`config.mk`:
```
export PLATFORM = sky130hd
export DESIGN_NAME = pipelined_controller_flat
export DESIGN_NICKNAME = d
export VERILOG_FILES = /design/src/rtl/ctrl_pkg.sv /design/src/rtl/pipelined_controller_if.sv /design/src/rtl/ctrl_decode.sv /design/src/rtl/pipelined_controller.sv /design/src/flat_wrapper.sv
export SDC_FILE = /design/constraint.sdc
export NUM_CORES = 1
export LEC_CHECK = 0
export CAP_MARGIN = 20
export CORE_ASPECT_RATIO = 0.9
export CORE_MARGIN = 4
export CORE_UTILIZATION = 55
export DETAILED_ROUTE_END_ITERATION = 7
export DONT_BUFFER_PORTS = 1
export GPL_TIMING_DRIVEN = 0
export PLACE_DENSITY = 0.68
export SYNTH_ARGS = -nofsm -noshare
export SYNTH_HDL_FRONTEND = slang
export SYNTH_SLANG_ARGS = --single-unit
```
`constraint.sdc`:
```
create_clock -name Clk -period 7.4 [get_ports Clk]
set_clock_uncertainty 0.2 [all_clocks]
set_input_delay 1.48 -clock Clk [delete_from_list [all_inputs] [get_ports Clk]]
set_output_delay 1.48 -clock Clk [all_outputs]
set_load 0.1 [all_outputs]
```
`src/rtl/ctrl_pkg.sv`:
```
`default_nettype none
// ============================================================================
// Module   : ctrl_pkg
// Purpose  : Opcode/funct encodings, ALU and memory-size codes, and the
//            control bundle carried down the pipeline.
// Revision : 1.0
// ============================================================================
package ctrl_pkg;

    localparam int c_alu_w = 5;
    localparam int c_reg_w = 5;

    localparam logic [5:0] c_op_rtype  = 6'b000000;
    localparam logic [5:0] c_op_regimm = 6'b000001;
    localparam logic [5:0] c_op_j      = 6'b000010;
    localparam logic [5:0] c_op_jal    = 6'b000011;
    localparam logic [5:0] c_op_beq    = 6'b000100;
    localparam logic [5:0] c_op_bne    = 6'b000101;
    localparam logic [5:0] c_op_blez   = 6'b000110;
    localparam logic [5:0] c_op_bgtz   = 6'b000111;
    localparam logic [5:0] c_op_addi   = 6'b001000;
    localparam logic [5:0] c_op_addiu  = 6'b001001;
    localparam logic [5:0] c_op_slti   = 6'b001010;
    localparam logic [5:0] c_op_andi   = 6'b001100;
    localparam logic [5:0] c_op_ori    = 6'b001101;
    localparam logic [5:0] c_op_xori   = 6'b001110;
    localparam logic [5:0] c_op_mul    = 6'b011100;
    localparam logic [5:0] c_op_lb     = 6'b100000;
    localparam logic [5:0] c_op_lh     = 6'b100001;
    localparam logic [5:0] c_op_lw     = 6'b100011;
    localparam logic [5:0] c_op_sb     = 6'b101000;
    localparam logic [5:0] c_op_sh     = 6'b101001;
    localparam logic [5:0] c_op_sw     = 6'b101011;

    localparam logic [5:0] c_fn_sll  = 6'b000000;
    localparam logic [5:0] c_fn_srl  = 6'b000010;
    localparam logic [5:0] c_fn_jr   = 6'b001000;
    localparam logic [5:0] c_fn_add  = 6'b100000;
    localparam logic [5:0] c_fn_addu = 6'b100001;
    localparam logic [5:0] c_fn_sub  = 6'b100010;
    localparam logic [5:0] c_fn_and  = 6'b100100;
    localparam logic [5:0] c_fn_or   = 6'b100101;
    localparam logic [5:0] c_fn_xor  = 6'b100110;
    localparam logic [5:0] c_fn_nor  = 6'b100111;
    localparam logic [5:0] c_fn_slt  = 6'b101010;
    localparam logic [5:0] c_fn_mul  = 6'b000010;

    localparam logic [c_alu_w-1:0] c_alu_add  = 5'b00001;
    localparam logic [c_alu_w-1:0] c_alu_sub  = 5'b00010;
    localparam logic [c_alu_w-1:0] c_alu_mul  = 5'b00011;
    localparam logic [c_alu_w-1:0] c_alu_sll  = 5'b00100;
    localparam logic [c_alu_w-1:0] c_alu_srl  = 5'b00101;
    localparam logic [c_alu_w-1:0] c_alu_and  = 5'b00110;
    localparam logic [c_alu_w-1:0] c_alu_or   = 5'b00111;
    localparam logic [c_alu_w-1:0] c_alu_xor  = 5'b01000;
    localparam logic [c_alu_w-1:0] c_alu_bgez = 5'b01011;
    localparam logic [c_alu_w-1:0] c_alu_beq  = 5'b01100;
    localparam logic [c_alu_w-1:0] c_alu_nor  = 5'b01101;
    localparam logic [c_alu_w-1:0] c_alu_slt  = 5'b01110;
    localparam logic [c_alu_w-1:0] c_alu_bne  = 5'b01111;
    localparam logic [c_alu_w-1:0] c_alu_bgtz = 5'b10000;
    localparam logic [c_alu_w-1:0] c_alu_blez = 5'b10001;
    localparam logic [c_alu_w-1:0] c_alu_bltz = 5'b10010;

    localparam logic [1:0] c_sz_none = 2'b00;
    localparam logic [1:0] c_sz_word = 2'b01;
    localparam logic [1:0] c_sz_half = 2'b10;
    localparam logic [1:0] c_sz_byte = 2'b11;

    typedef struct packed {
        logic               alusrc;
        logic               regdst;
        logic               shift;
        logic [c_alu_w-1:0] aluctrl;
        logic [1:0]         memwrite;
        logic [1:0]         memread;
        logic               regwrite;
        logic               memtoreg;
        logic               jal;
        logic [c_reg_w-1:0] writereg;
    } ctrl_t;

    localparam ctrl_t c_bubble = '0;

endpackage
`default_nettype wire

```
`src/rtl/pipelined_controller_if.sv`:
```
`default_nettype none
// ============================================================================
// Module   : pipelined_controller_if
// Purpose  : Datapath <-> controller signal bundle; master is the datapath.
// Revision : 1.0
// ============================================================================
interface pipelined_controller_if #(
    parameter int ALU_CTRL_W = 5,
    parameter int REG_ADDR_W = 5
) ();
    logic [31:0]           Instruction;
    logic                  BranchTaken;
    logic                  PCWrite;
    logic                  IFIDWrite;
    logic                  IFIDFlush;
    logic                  Jump;
    logic                  Jr;
    logic                  EX_ALUSrc;
    logic                  EX_RegDst;
    logic                  EX_ShiftControl;
    logic [ALU_CTRL_W-1:0] EX_ALUControl;
    logic [1:0]            MEM_MemWrite;
    logic [1:0]            MEM_MemRead;
    logic                  WB_RegWrite;
    logic                  WB_MemToReg;
    logic                  WB_Jal;
    logic [REG_ADDR_W-1:0] WB_WriteReg;

    modport master (
        output Instruction, BranchTaken,
        input  PCWrite, IFIDWrite, IFIDFlush, Jump, Jr,
        input  EX_ALUSrc, EX_RegDst, EX_ShiftControl, EX_ALUControl,
        input  MEM_MemWrite, MEM_MemRead,
        input  WB_RegWrite, WB_MemToReg, WB_Jal, WB_WriteReg
    );

    modport slave (
        input  Instruction, BranchTaken,
        output PCWrite, IFIDWrite, IFIDFlush, Jump, Jr,
        output EX_ALUSrc, EX_RegDst, EX_ShiftControl, EX_ALUControl,
        output MEM_MemWrite, MEM_MemRead,
        output WB_RegWrite, WB_MemToReg, WB_Jal, WB_WriteReg
    );
endinterface
`default_nettype wire

```
`src/rtl/ctrl_decode.sv`:
```
`default_nettype none
// ============================================================================
// Module   : ctrl_decode
// Purpose  : Combinational ID-stage decode of one instruction into a bundle.
// Revision : 1.0
// ============================================================================
module ctrl_decode
    import ctrl_pkg::*;
(
    input  logic [31:0] i_instr,
    output ctrl_t       o_ctrl,
    output logic        o_jump,
    output logic        o_jr,
    output logic        o_uses_rt,
    output logic        o_is_mul
);

    logic [5:0] w_op;
    logic [5:0] w_fn;
    logic [4:0] w_rt;
    logic [4:0] w_rd;
    logic       w_unused;

    assign w_op     = i_instr[31:26];
    assign w_rt     = i_instr[20:16];
    assign w_rd     = i_instr[15:11];
    assign w_fn     = i_instr[5:0];
    assign w_unused = ^{i_instr[25:21], i_instr[10:6]};

    always_comb begin
        o_ctrl    = c_bubble;
        o_jump    = 1'b0;
        o_jr      = 1'b0;
        o_uses_rt = 1'b0;
        o_is_mul  = 1'b0;
        case (w_op)
            c_op_rtype: begin
                o_uses_rt       = 1'b1;
                o_ctrl.regdst   = 1'b1;
                o_ctrl.regwrite = 1'b1;
                o_ctrl.writereg = w_rd;
                case (w_fn)
                    c_fn_add, c_fn_addu: o_ctrl.aluctrl = c_alu_add;
                    c_fn_sub:            o_ctrl.aluctrl = c_alu_sub;
                    c_fn_and:            o_ctrl.aluctrl = c_alu_and;
                    c_fn_or:             o_ctrl.aluctrl = c_alu_or;
                    c_fn_xor:            o_ctrl.aluctrl = c_alu_xor;
                    c_fn_nor:            o_ctrl.aluctrl = c_alu_nor;
                    c_fn_slt:            o_ctrl.aluctrl = c_alu_slt;
                    c_fn_sll: begin
                        o_ctrl.aluctrl = c_alu_sll;
                        o_ctrl.shift   = 1'b1;
                    end
                    c_fn_srl: begin
                        o_ctrl.aluctrl = c_alu_srl;
                        o_ctrl.shift   = 1'b1;
                    end
                    c_fn_jr: begin
                        o_ctrl = c_bubble;
                        o_jr   = 1'b1;
                    end
                    default: o_ctrl = c_bubble;
                endcase
            end
            c_op_mul: begin
                o_uses_rt = 1'b1;
                if (w_fn == c_fn_mul) begin
                    o_is_mul        = 1'b1;
                    o_ctrl.regdst   = 1'b1;
                    o_ctrl.regwrite = 1'b1;
                    o_ctrl.writereg = w_rd;
                    o_ctrl.aluctrl  = c_alu_mul;
                end
            end
            c_op_addi, c_op_addiu, c_op_slti, c_op_andi, c_op_ori, c_op_xori: begin
                o_ctrl.alusrc   = 1'b1;
                o_ctrl.regwrite = 1'b1;
                o_ctrl.writereg = w_rt;
                case (w_op)
                    c_op_slti: o_ctrl.aluctrl = c_alu_slt;
                    c_op_andi: o_ctrl.aluctrl = c_alu_and;
                    c_op_ori:  o_ctrl.aluctrl = c_alu_or;
                    c_op_xori: o_ctrl.aluctrl = c_alu_xor;
                    default:   o_ctrl.aluctrl = c_alu_add;
                endcase
            end
            c_op_lw, c_op_lh, c_op_lb: begin
                o_ctrl.alusrc   = 1'b1;
                o_ctrl.aluctrl  = c_alu_add;
                o_ctrl.regwrite = 1'b1;
                o_ctrl.memtoreg = 1'b1;
                o_ctrl.writereg = w_rt;
                o_ctrl.memread  = (w_op == c_op_lw) ? c_sz_word :
                                  (w_op == c_op_lh) ? c_sz_half : c_sz_byte;
            end
            c_op_sw, c_op_sh, c_op_sb: begin
                o_uses_rt       = 1'b1;
                o_ctrl.alusrc   = 1'b1;
                o_ctrl.aluctrl  = c_alu_add;
                o_ctrl.writereg = w_rt;
                o_ctrl.memwrite = (w_op == c_op_sw) ? c_sz_word :
                                  (w_op == c_op_sh) ? c_sz_half : c_sz_byte;
            end
            c_op_beq: begin
                o_uses_rt      = 1'b1;
                o_ctrl.aluctrl = c_alu_beq;
            end
            c_op_bne: begin
                o_uses_rt      = 1'b1;
                o_ctrl.aluctrl = c_alu_bne;
            end
            c_op_blez: o_ctrl.aluctrl = c_alu_blez;
            c_op_bgtz: o_ctrl.aluctrl = c_alu_bgtz;
            c_op_regimm: begin
                // rt selects the subtype; any other rt value is treated as unknown
                if (w_rt == 5'b00001) begin
                    o_ctrl.aluctrl = c_alu_bgez;
                end else if (w_rt == 5'b00000) begin
                    o_ctrl.aluctrl = c_alu_bltz;
                end
            end
            c_op_j: o_jump = 1'b1;
            c_op_jal: begin
                o_jump          = 1'b1;
                o_ctrl.regwrite = 1'b1;
                o_ctrl.jal      = 1'b1;
                o_ctrl.writereg = 5'd31;
            end
            default: o_ctrl = c_bubble;
        endcase
    end

endmodule
`default_nettype wire

```
`src/rtl/pipelined_controller.sv`:
```
`default_nettype none
// ============================================================================
// Module   : pipelined_controller
// Purpose  : Pipelined control unit: decode, ID/EX-EX/MEM-MEM/WB control
//            registers, load-use stall, multi-cycle mul hold, flushes.
// Revision : 1.0
// ============================================================================
module pipelined_controller
    import ctrl_pkg::*;
#(
    parameter int ALU_CTRL_W  = 5,
    parameter int REG_ADDR_W  = 5,
    parameter int MUL_LATENCY = 1
) (
    input  logic                 Clk,
    input  logic                 Rst,
    pipelined_controller_if.slave bus
);

    localparam logic [2:0] c_mul_hold = 3'(MUL_LATENCY - 1);

    ctrl_t      w_dec;
    logic       w_jump;
    logic       w_jr;
    logic       w_uses_rt;
    logic       w_is_mul;
    logic [4:0] w_rs;
    logic [4:0] w_rt;
    logic       w_hold;
    logic       w_load_use;
    logic       w_pc_write;
    logic       w_ifid_write;
    logic       w_flush;
    logic       w_unused;

    ctrl_t      r_ex;
    ctrl_t      r_mem;
    ctrl_t      r_wb;
    logic [2:0] r_cnt;

    ctrl_decode u_decode (
        .i_instr   (bus.Instruction),
        .o_ctrl    (w_dec),
        .o_jump    (w_jump),
        .o_jr      (w_jr),
        .o_uses_rt (w_uses_rt),
        .o_is_mul  (w_is_mul)
    );

    assign w_rs   = bus.Instruction[25:21];
    assign w_rt   = bus.Instruction[20:16];
    assign w_hold = (r_cnt != 3'd0);

    assign w_load_use = (r_ex.memread != c_sz_none) && (r_ex.writereg != '0) &&
                        ((r_ex.writereg == w_rs) || (w_uses_rt && (r_ex.writereg == w_rt)));

    // Priority: taken branch, mul hold, load-use stall, jump flush
    always_comb begin
        w_pc_write   = 1'b1;
        w_ifid_write = 1'b1;
        w_flush      = 1'b0;
        if (!Rst) begin
            w_flush = 1'b0;
        end else if (bus.BranchTaken) begin
            w_flush = 1'b1;
        end else if (w_hold || w_load_use) begin
            w_pc_write   = 1'b0;
            w_ifid_write = 1'b0;
        end else begin
            w_flush = w_jump | w_jr;
        end
    end

    always_ff @(posedge Clk) begin
        if (!Rst) begin
            r_ex  <= c_bubble;
            r_mem <= c_bubble;
            r_wb  <= c_bubble;
            r_cnt <= 3'd0;
        end else begin
            r_wb <= r_mem;
            if (bus.BranchTaken) begin
                r_mem <= r_ex;
                r_ex  <= c_bubble;
            end else if (w_hold) begin
                // mul stays in EX; downstream sees bubbles until it is done
                r_mem <= c_bubble;
                r_cnt <= r_cnt - 3'd1;
            end else if (w_load_use) begin
                r_mem <= r_ex;
                r_ex  <= c_bubble;
            end else begin
                r_mem <= r_ex;
                r_ex  <= w_dec;
                if (w_is_mul) begin
                    r_cnt <= c_mul_hold;
                end
            end
        end
    end

    assign w_unused = ^{r_wb.alusrc, r_wb.regdst, r_wb.shift, r_wb.aluctrl,
                        r_wb.memwrite, r_wb.memread};

    assign bus.PCWrite         = w_pc_write;
    assign bus.IFIDWrite       = w_ifid_write;
    assign bus.IFIDFlush       = w_flush;
    assign bus.Jump            = w_jump;
    assign bus.Jr              = w_jr;
    assign bus.EX_ALUSrc       = r_ex.alusrc;
    assign bus.EX_RegDst       = r_ex.regdst;
    assign bus.EX_ShiftControl = r_ex.shift;
    assign bus.EX_ALUControl   = ALU_CTRL_W'(r_ex.aluctrl);
    assign bus.MEM_MemWrite    = r_mem.memwrite;
    assign bus.MEM_MemRead     = r_mem.memread;
    assign bus.WB_RegWrite     = r_wb.regwrite;
    assign bus.WB_MemToReg     = r_wb.memtoreg;
    assign bus.WB_Jal          = r_wb.jal;
    assign bus.WB_WriteReg     = REG_ADDR_W'(r_wb.writereg);

endmodule
`default_nettype wire

```
`src/flat_wrapper.sv`:
```
// flat-port wrapper written by rule: the top's interface ports become plain ports
module pipelined_controller_flat import ctrl_pkg::*;
#(
    parameter int ALU_CTRL_W  = 5,
    parameter int REG_ADDR_W  = 5,
    parameter int MUL_LATENCY = 1
)
  (Clk, Rst, bus_Instruction, bus_BranchTaken, bus_PCWrite, bus_IFIDWrite, bus_IFIDFlush, bus_Jump, bus_Jr, bus_EX_ALUSrc, bus_EX_RegDst, bus_EX_ShiftControl, bus_EX_ALUControl, bus_MEM_MemWrite, bus_MEM_MemRead, bus_WB_RegWrite, bus_WB_MemToReg, bus_WB_Jal, bus_WB_WriteReg);
  pipelined_controller_if #(.ALU_CTRL_W(ALU_CTRL_W), .REG_ADDR_W(REG_ADDR_W)) bus_i ();
  input  logic Clk;
  input  logic Rst;
  input wire logic [$bits(bus_i.Instruction)-1:0] bus_Instruction;
  input wire logic [$bits(bus_i.BranchTaken)-1:0] bus_BranchTaken;
  output wire logic [$bits(bus_i.PCWrite)-1:0] bus_PCWrite;
  output wire logic [$bits(bus_i.IFIDWrite)-1:0] bus_IFIDWrite;
  output wire logic [$bits(bus_i.IFIDFlush)-1:0] bus_IFIDFlush;
  output wire logic [$bits(bus_i.Jump)-1:0] bus_Jump;
  output wire logic [$bits(bus_i.Jr)-1:0] bus_Jr;
  output wire logic [$bits(bus_i.EX_ALUSrc)-1:0] bus_EX_ALUSrc;
  output wire logic [$bits(bus_i.EX_RegDst)-1:0] bus_EX_RegDst;
  output wire logic [$bits(bus_i.EX_ShiftControl)-1:0] bus_EX_ShiftControl;
  output wire logic [$bits(bus_i.EX_ALUControl)-1:0] bus_EX_ALUControl;
  output wire logic [$bits(bus_i.MEM_MemWrite)-1:0] bus_MEM_MemWrite;
  output wire logic [$bits(bus_i.MEM_MemRead)-1:0] bus_MEM_MemRead;
  output wire logic [$bits(bus_i.WB_RegWrite)-1:0] bus_WB_RegWrite;
  output wire logic [$bits(bus_i.WB_MemToReg)-1:0] bus_WB_MemToReg;
  output wire logic [$bits(bus_i.WB_Jal)-1:0] bus_WB_Jal;
  output wire logic [$bits(bus_i.WB_WriteReg)-1:0] bus_WB_WriteReg;
  assign bus_i.Instruction = bus_Instruction;
  assign bus_i.BranchTaken = bus_BranchTaken;
  assign bus_PCWrite = bus_i.PCWrite;
  assign bus_IFIDWrite = bus_i.IFIDWrite;
  assign bus_IFIDFlush = bus_i.IFIDFlush;
  assign bus_Jump = bus_i.Jump;
  assign bus_Jr = bus_i.Jr;
  assign bus_EX_ALUSrc = bus_i.EX_ALUSrc;
  assign bus_EX_RegDst = bus_i.EX_RegDst;
  assign bus_EX_ShiftControl = bus_i.EX_ShiftControl;
  assign bus_EX_ALUControl = bus_i.EX_ALUControl;
  assign bus_MEM_MemWrite = bus_i.MEM_MemWrite;
  assign bus_MEM_MemRead = bus_i.MEM_MemRead;
  assign bus_WB_RegWrite = bus_i.WB_RegWrite;
  assign bus_WB_MemToReg = bus_i.WB_MemToReg;
  assign bus_WB_Jal = bus_i.WB_Jal;
  assign bus_WB_WriteReg = bus_i.WB_WriteReg;
  pipelined_controller #(.ALU_CTRL_W(ALU_CTRL_W), .REG_ADDR_W(REG_ADDR_W), .MUL_LATENCY(MUL_LATENCY)) u_core (.Clk(Clk), .Rst(Rst), .bus(bus_i));
endmodule
```
Word level (Yosys, flattened, before mapping)
Cells that the tools add are included.
{"block": "op_classes", "eq_ne": 34, "n_addsub": 1, "muxes": 41, "n_bitwise": 3, "n_reduce_logical": 25}
{"cell": "$eq A6 B6 Y1 const B", "n": 14}
{"cell": "$pmux W5 S9", "n": 1}
{"cell": "$eq A6 B4 Y1 const B", "n": 7}
{"cell": "$pmux W4 S9", "n": 1}
{"cell": "$eq A6 B3 Y1 const B", "n": 4}
{"cell": "$mux W12", "n": 2}
{"cell": "$mux W20", "n": 1}
{"cell": "$pmux W5 S4", "n": 1}
{"cell": "$reduce_or A10 Y1", "n": 2}
{"cell": "$eq A6 B2 Y1 const B", "n": 3}
{"cell": "$mux W1", "n": 17}
{"cell": "$pmux W4 S4", "n": 1}
{"cell": "$mux W5", "n": 3}
{"cell": "$logic_not A6 Y1", "n": 2}
{"cell": "$reduce_or A12 Y1", "n": 1}
{"cell": "$reduce_or A6 Y1", "n": 2}
{"cell": "$eq A5 B5 Y1", "n": 2}
{"cell": "$mux W3", "n": 3}
{"cell": "$mux W8", "n": 1}
{"cell": "$pmux W1 S2", "n": 4}
{"cell": "$pmux W2 S2", "n": 2}
{"cell": "$reduce_or A2 Y1", "n": 4}
{"cell": "$reduce_or A7 Y1", "n": 1}
{"cell": "$eq A6 B1 Y1 const B", "n": 1}
{"cell": "16 further kinds", "n": 24}
{"block": "word_totals", "elab_cells": 125, "output_inout_bits": 25, "in_bits": 35, "regBits": 43}

Depth between registers and ports, before layout
{"block": "logic_depth", "word_depth": 10, "mapped_depth": 9, "mapped_depth_nobuf": 7}

Cells and area by module
A second synthesis with hierarchy kept.
{"block": "unflattened", "cells_unflattened": 249, "hier_area_um2": 2293.4}
{"module": "pipelined_controller", "area_per_inst_um2": 1635.3, "seq_area_each_um2": 860.8, "cells_each": 150, "instances": 1}
{"module": "ctrl_decode", "area_per_inst_um2": 658.1, "seq_area_each_um2": 0.0, "cells_each": 99, "instances": 1}

Worst setup path after synthesis
Ideal clock, no wire load.
{"block": "synth_path", "path_type": "input port to output port", "start": "input bus_Instruction[30]", "end": "output bus_IFIDFlush", "n_path_buf": 1, "t_arrival_ns": 5.977, "path_slack_ns": -0.257, "required_time_ns": 5.720, "path_stages": 6, "path_cell_list": "buf_2 nor4_1 nand2_1 nor3_1 o31ai_1 a21oi_1"}
{"block": "synth_via", "elab_cells_between_ends": 22, "cone_classes": "eq/ne: 8; mux: 6; bitwise: 1; reduce/logical: 7"}
{"item": "start, declared", "line": "flat_wrapper.sv:12", "source": "input wire logic [$bits(bus_i.Instruction)-1:0] bus_Instruction;"}
{"item": "$logic_not A6 Y1", "line": "ctrl_decode.sv:36", "source": "case (w_op)"}
{"item": "$mux W1", "line": "ctrl_decode.sv:36"}
{"item": "via bus_Jr", "line": "flat_wrapper.sv:18", "source": "output wire logic [$bits(bus_i.Jr)-1:0] bus_Jr;"}
{"item": "$or A1 B1 Y1", "line": "pipelined_controller.sv:70", "source": "w_flush = w_jump | w_jr;"}
{"item": "$mux W1", "line": "pipelined_controller.sv:66", "source": "end else if (w_hold || w_load_use) begin"}
{"item": "$mux W1", "line": "pipelined_controller.sv:64", "source": "end else if (bus.BranchTaken) begin"}
{"item": "$mux W1", "line": "pipelined_controller.sv:62", "source": "if (!Rst) begin"}
{"item": "end, declared", "line": "flat_wrapper.sv:16", "source": "output wire logic [$bits(bus_i.IFIDFlush)-1:0] bus_IFIDFlush;"}
The timed path passes the listed nets, and every way through them passes these cells.

Worst setup path after layout
{"block": "layout_path", "start": "input bus_Instruction[31]", "end": "output bus_PCWrite"}
{"block": "layout_via", "elab_chain_cells": 10, "elab_cells_between_ends": 16, "cone_classes": "eq/ne: 6; mux: 4; reduce/logical: 6"}
{"item": "$eq A6 B6 Y1, or another cell as far along", "line": "ctrl_decode.sv:36"}
{"item": "$reduce_or A7 Y1 (no line) *"}
{"item": "$mux W1 *", "line": "ctrl_decode.sv:36"}
{"item": "$logic_and A1 B1 Y1 *", "line": "pipelined_controller.sv:55", "source": "((r_ex.writereg == w_rs) || (w_uses_rt && (r_ex.writereg == w_rt)));"}
{"item": "$logic_or A1 B1 Y1 *", "line": "pipelined_controller.sv:55"}
{"item": "$logic_and A1 B1 Y1 *", "line": "pipelined_controller.sv:54", "source": "assign w_load_use = (r_ex.memread != c_sz_none) && (r_ex.writereg != '0) &&"}
{"item": "$logic_or A1 B1 Y1 *", "line": "pipelined_controller.sv:66"}
{"item": "$mux W1 * (3 in series)"}
{"item": "end, declared", "line": "flat_wrapper.sv:14", "source": "output wire logic [$bits(bus_i.PCWrite)-1:0] bus_PCWrite;"}
Every way passes the cells marked *; elsewhere a longest branch is shown, timed or not.

==> results by group <==
Final layout
  – Multi-input gate area: around 1300 um^2
  – Share of cells above drive strength 1: 11.8%
  – Storage cell area: approximately 860 um^2
  – Nets: 332
  – Layout area overhead: 8.94%
  – Antenna diodes: 0
  – Fill cell count: 402
  – Most used cells in the layout excluding fill and tap cells: dfxtp_1 (43), nand2_1 (37), o21ai_0 (24)
  – Commonest non-fill, non-tap cell in the layout: dfxtp_1

Placed design
  – Dpl hpwl: about 4 mm
  – GP Congestion: 0.915
  – PortBufs: 0

Route
  – DR WL/cell: 15.2 um
  – Vias per cell: ~5.8
  – First-pass DRT Iterations: 4
  – Post-route ant nets: 0
  – Remaining DRCs: 0
  – Initial DRC Count: 87
  – WL final: between 5 and 6 mm
  – Via count: about 2.0k

Synthesis
  – Flops & latches, synth: 43
  – Synthesized Nets: approximately 320
  – Synth cell types: 54
  – Number of flops mapped to enable cells by yosys: 0
  – Top cells by area, synth: dfxtp_1 (37%), nand2_1 (6.0%), and2_1 (6.0%)
  – Seq/Total Area, Yosys: 37.3%
  – Leading area contributor after synthesis: dfxtp_1
  – Synthesized area per cell: 8.10 um^2
  – Mapped Cells: about 290
  – Synth top area share: between 30 and 40%
  – Yosys warning total: 0
  – Top FF cell, synth: dfxtp_1
  – Synthesized cell area: between 2000 and 2500 um^2
  – Async SR Flop Fraction: 0%

Global route
  – Global routing usage on met2: 31.0%
  – First-pass GRT wire length: 9.05 mm
  – M3 GR Usage: 4.42%
  – Largest net degree at the start of global routing: 14
  – Grt met1 use: 30.1%
  – Vias in the first global route: 1847
  – GR peak layer: met2
  – GRT Resource Usage Total: 20.7%
  – Grt total ovfl: 0
  – Initial antenna violation count: 0

CTS
  – Post-CTS Hold Buffers: 0
  – TritonCTS sink count: 43
  – Clock Tree Root: clkbuf_8
  – Postcts setup bufs: 0
  – Reg clk slew, reported paths: roughly 0.07 ns
  – CTS Buf Count: 5
  – Clock Path Buffers: 2
  – Worst-skew pair later-pin latency: 0.29 ns
  – CTS resizes: 0
  – CTS tree: yes
  – H-tree depth: 2

Timing
  – Final min period: ~5.8 ns
  – Final Hold Viols: 0
  – Final setup vio count: 0
  – Total negative setup slack: 0 ns
  – RSZ-0062 raised after global routing: false
  – Relative slew slack: 32.1%
  – Final period util: 78.9%
  – Fin. max-slew vios: 0
  – FMAX: 171 MHz
  – Slew @ Worst Pin: 1.02 ns

Worst hold path
  – Worst Hold Depth: 1
  – HP Start: u_core.r_mem[3]$_SDFF_PN0_
  – Hold crit path type: reg2reg
  – Endpoint, Worst Hold: u_core.bus.WB_WriteReg[3]$_SDFF_PN0_

Floorplanning
  – Die X-Extent: ~76 um
  – Initial Utilization: 56.7%
  – Num ports: 60
  – Die area: 5300 um^2
  – Die height: approximately 69 um
  – # rows: 22
  – Core area: around 4100 um^2

Setup path
  – Crit start category: input pin
  – Critical path data required time: 5.72 ns
  – CP arrival: around 4.2 ns
  – Crit-path max cell delay: 0.58 ns
  – Reg-to-reg slack, setup: 4.83 ns
  – Critical path, cell by cell: buf_6 > or2_0 > a2111oi_0 > a311o_1 > a21oi_1 > o21ai_2 > buf_4 > nand2_1 > buf_4
  – FF-to-FF path depth: 7
  – R2r endpoint: u_core.bus.EX_ShiftControl$_SDFFE_PP0P_
  – Kind of cell adding the most delay to the critical path: compound AO/OA/AOI/OAI gates
  – Crit path capture type: output pin
  – CP max-delay cell: nand2_1
  – Worst r2r src: u_core.r_cnt[0]$_SDFFE_PN0P_
  – Crit path kind: in2out
  – Peak fanout along the critical path: 10
  – Buf+Inv Stages, Crit Path: 3
  – Crit-path most repeated cell: buf_4

Power and ir drop
  – Gate power share: between 10% and 20%
  – Switch Pwr: 0.106 mW
  – Maximum VDD drop: 67.2 uV
  – Power per cell area: 167 nW/um^2
  – Internal Pwr Total: roughly 0.31 mW
  – Flop pwr share: 55.9%
  – Leak: 0.915 nW
  – Total power draw: 0.421 mW
  – Clock share of power: 33.1%
  – Sw Share: 25.2%

Job
  – Maxcap violations: 0

Run status
  – Status: finished clean
[worst max path at each step]
stage	from	endpoint	slack [ns]	cells past startpoint
floorplan	bus_Instruction[30]	bus_IFIDFlush	0.64	6
global placement	bus_Instruction[30]	bus_IFIDFlush	0.02	6
detailed placement	bus_Instruction[31]	bus_PCWrite	1.54	9
CTS	bus_Instruction[31]	bus_PCWrite	1.56	9
global route	bus_Instruction[31]	bus_PCWrite	1.40	9
finish	bus_Instruction[31]	bus_PCWrite	1.56	9
[synthesized netlist by cell type, drive strengths merged, types with 3 or more instances]
cell type and instances:
nor4 3, nand3 5, inv 7, o22ai 3, and2 22, o31ai 6
nand4 4, xnor2 6, clkbuf 10, or2 3, o21ai 25, nand4b 3
a21oi 16, nor2 14, nand2b 7, nor3 8, nor2b 6, a221oi 5
xor2 4, buf 16, dfxtp 43, nand2 37
[flip-flops by register name, indices dropped and copies added (netlist names), 2 cells and up]
register                  count
u_core.r_cnt                  3
u_core.bus.WB_WriteReg        5
u_core.bus.MEM_MemWrite       2
u_core.bus.MEM_MemRead        2
u_core.r_mem                  8
u_core.bus.EX_ALUControl      5
u_core.r_ex                  12
[layout make-up]
class | instances | area share [%]
repair buffers | 3 | 1.84
clock buffers | 6 | 2.89
clock inverters | 2 | 0.498
well taps | 48 | 2.39
multi-input cells | 209 | 50.9
flip-flops and latches | 43 | 34.2
plain buffers | 26 | 6.22
inverters | 7 | 1.04
[power groups by stage]
stage                     registers, mW  clock network [mW]  logic (mW)
after CTS                         0.235               0.145      0.0457
after global routing              0.235               0.157      0.0510
after global placement            0.241                   0      0.0439
final                             0.235               0.139      0.0462
after floorplan                   0.240                   0      0.0364
after detailed placement          0.241                   0      0.0454
[per-layer routing]
layer,share of wire (%),vias to the layer above
met2,44,65
met1,49,888
met5,0,-
li1,-,1022
met4,0.92,0
met3,5.8,4
[through the flow]
stage,instances,util (%),worst slack (ns),hold slack (ns),instance area (um^2)
detailed placement,336,59.6,1.54,0.219,2430
global route,344,61.7,1.40,0.248,2510
floorplan,285,-,0.644,0.212,2310
finish,344,61.7,1.56,0.234,2510
global placement,333,58.3,0.0195,0.214,2370
CTS,344,61.7,1.56,0.237,2510
[logic make-up after synthesis]
group / share of synthesized area [%]
simple gates: 28.0
compound gates: 20.5
flops: 37.3
buf+inv: 7.91
xor+xnor: 3.79
mux: 1.41
fa+ha+maj: 1.08
(Power assumes the default switching activity.)
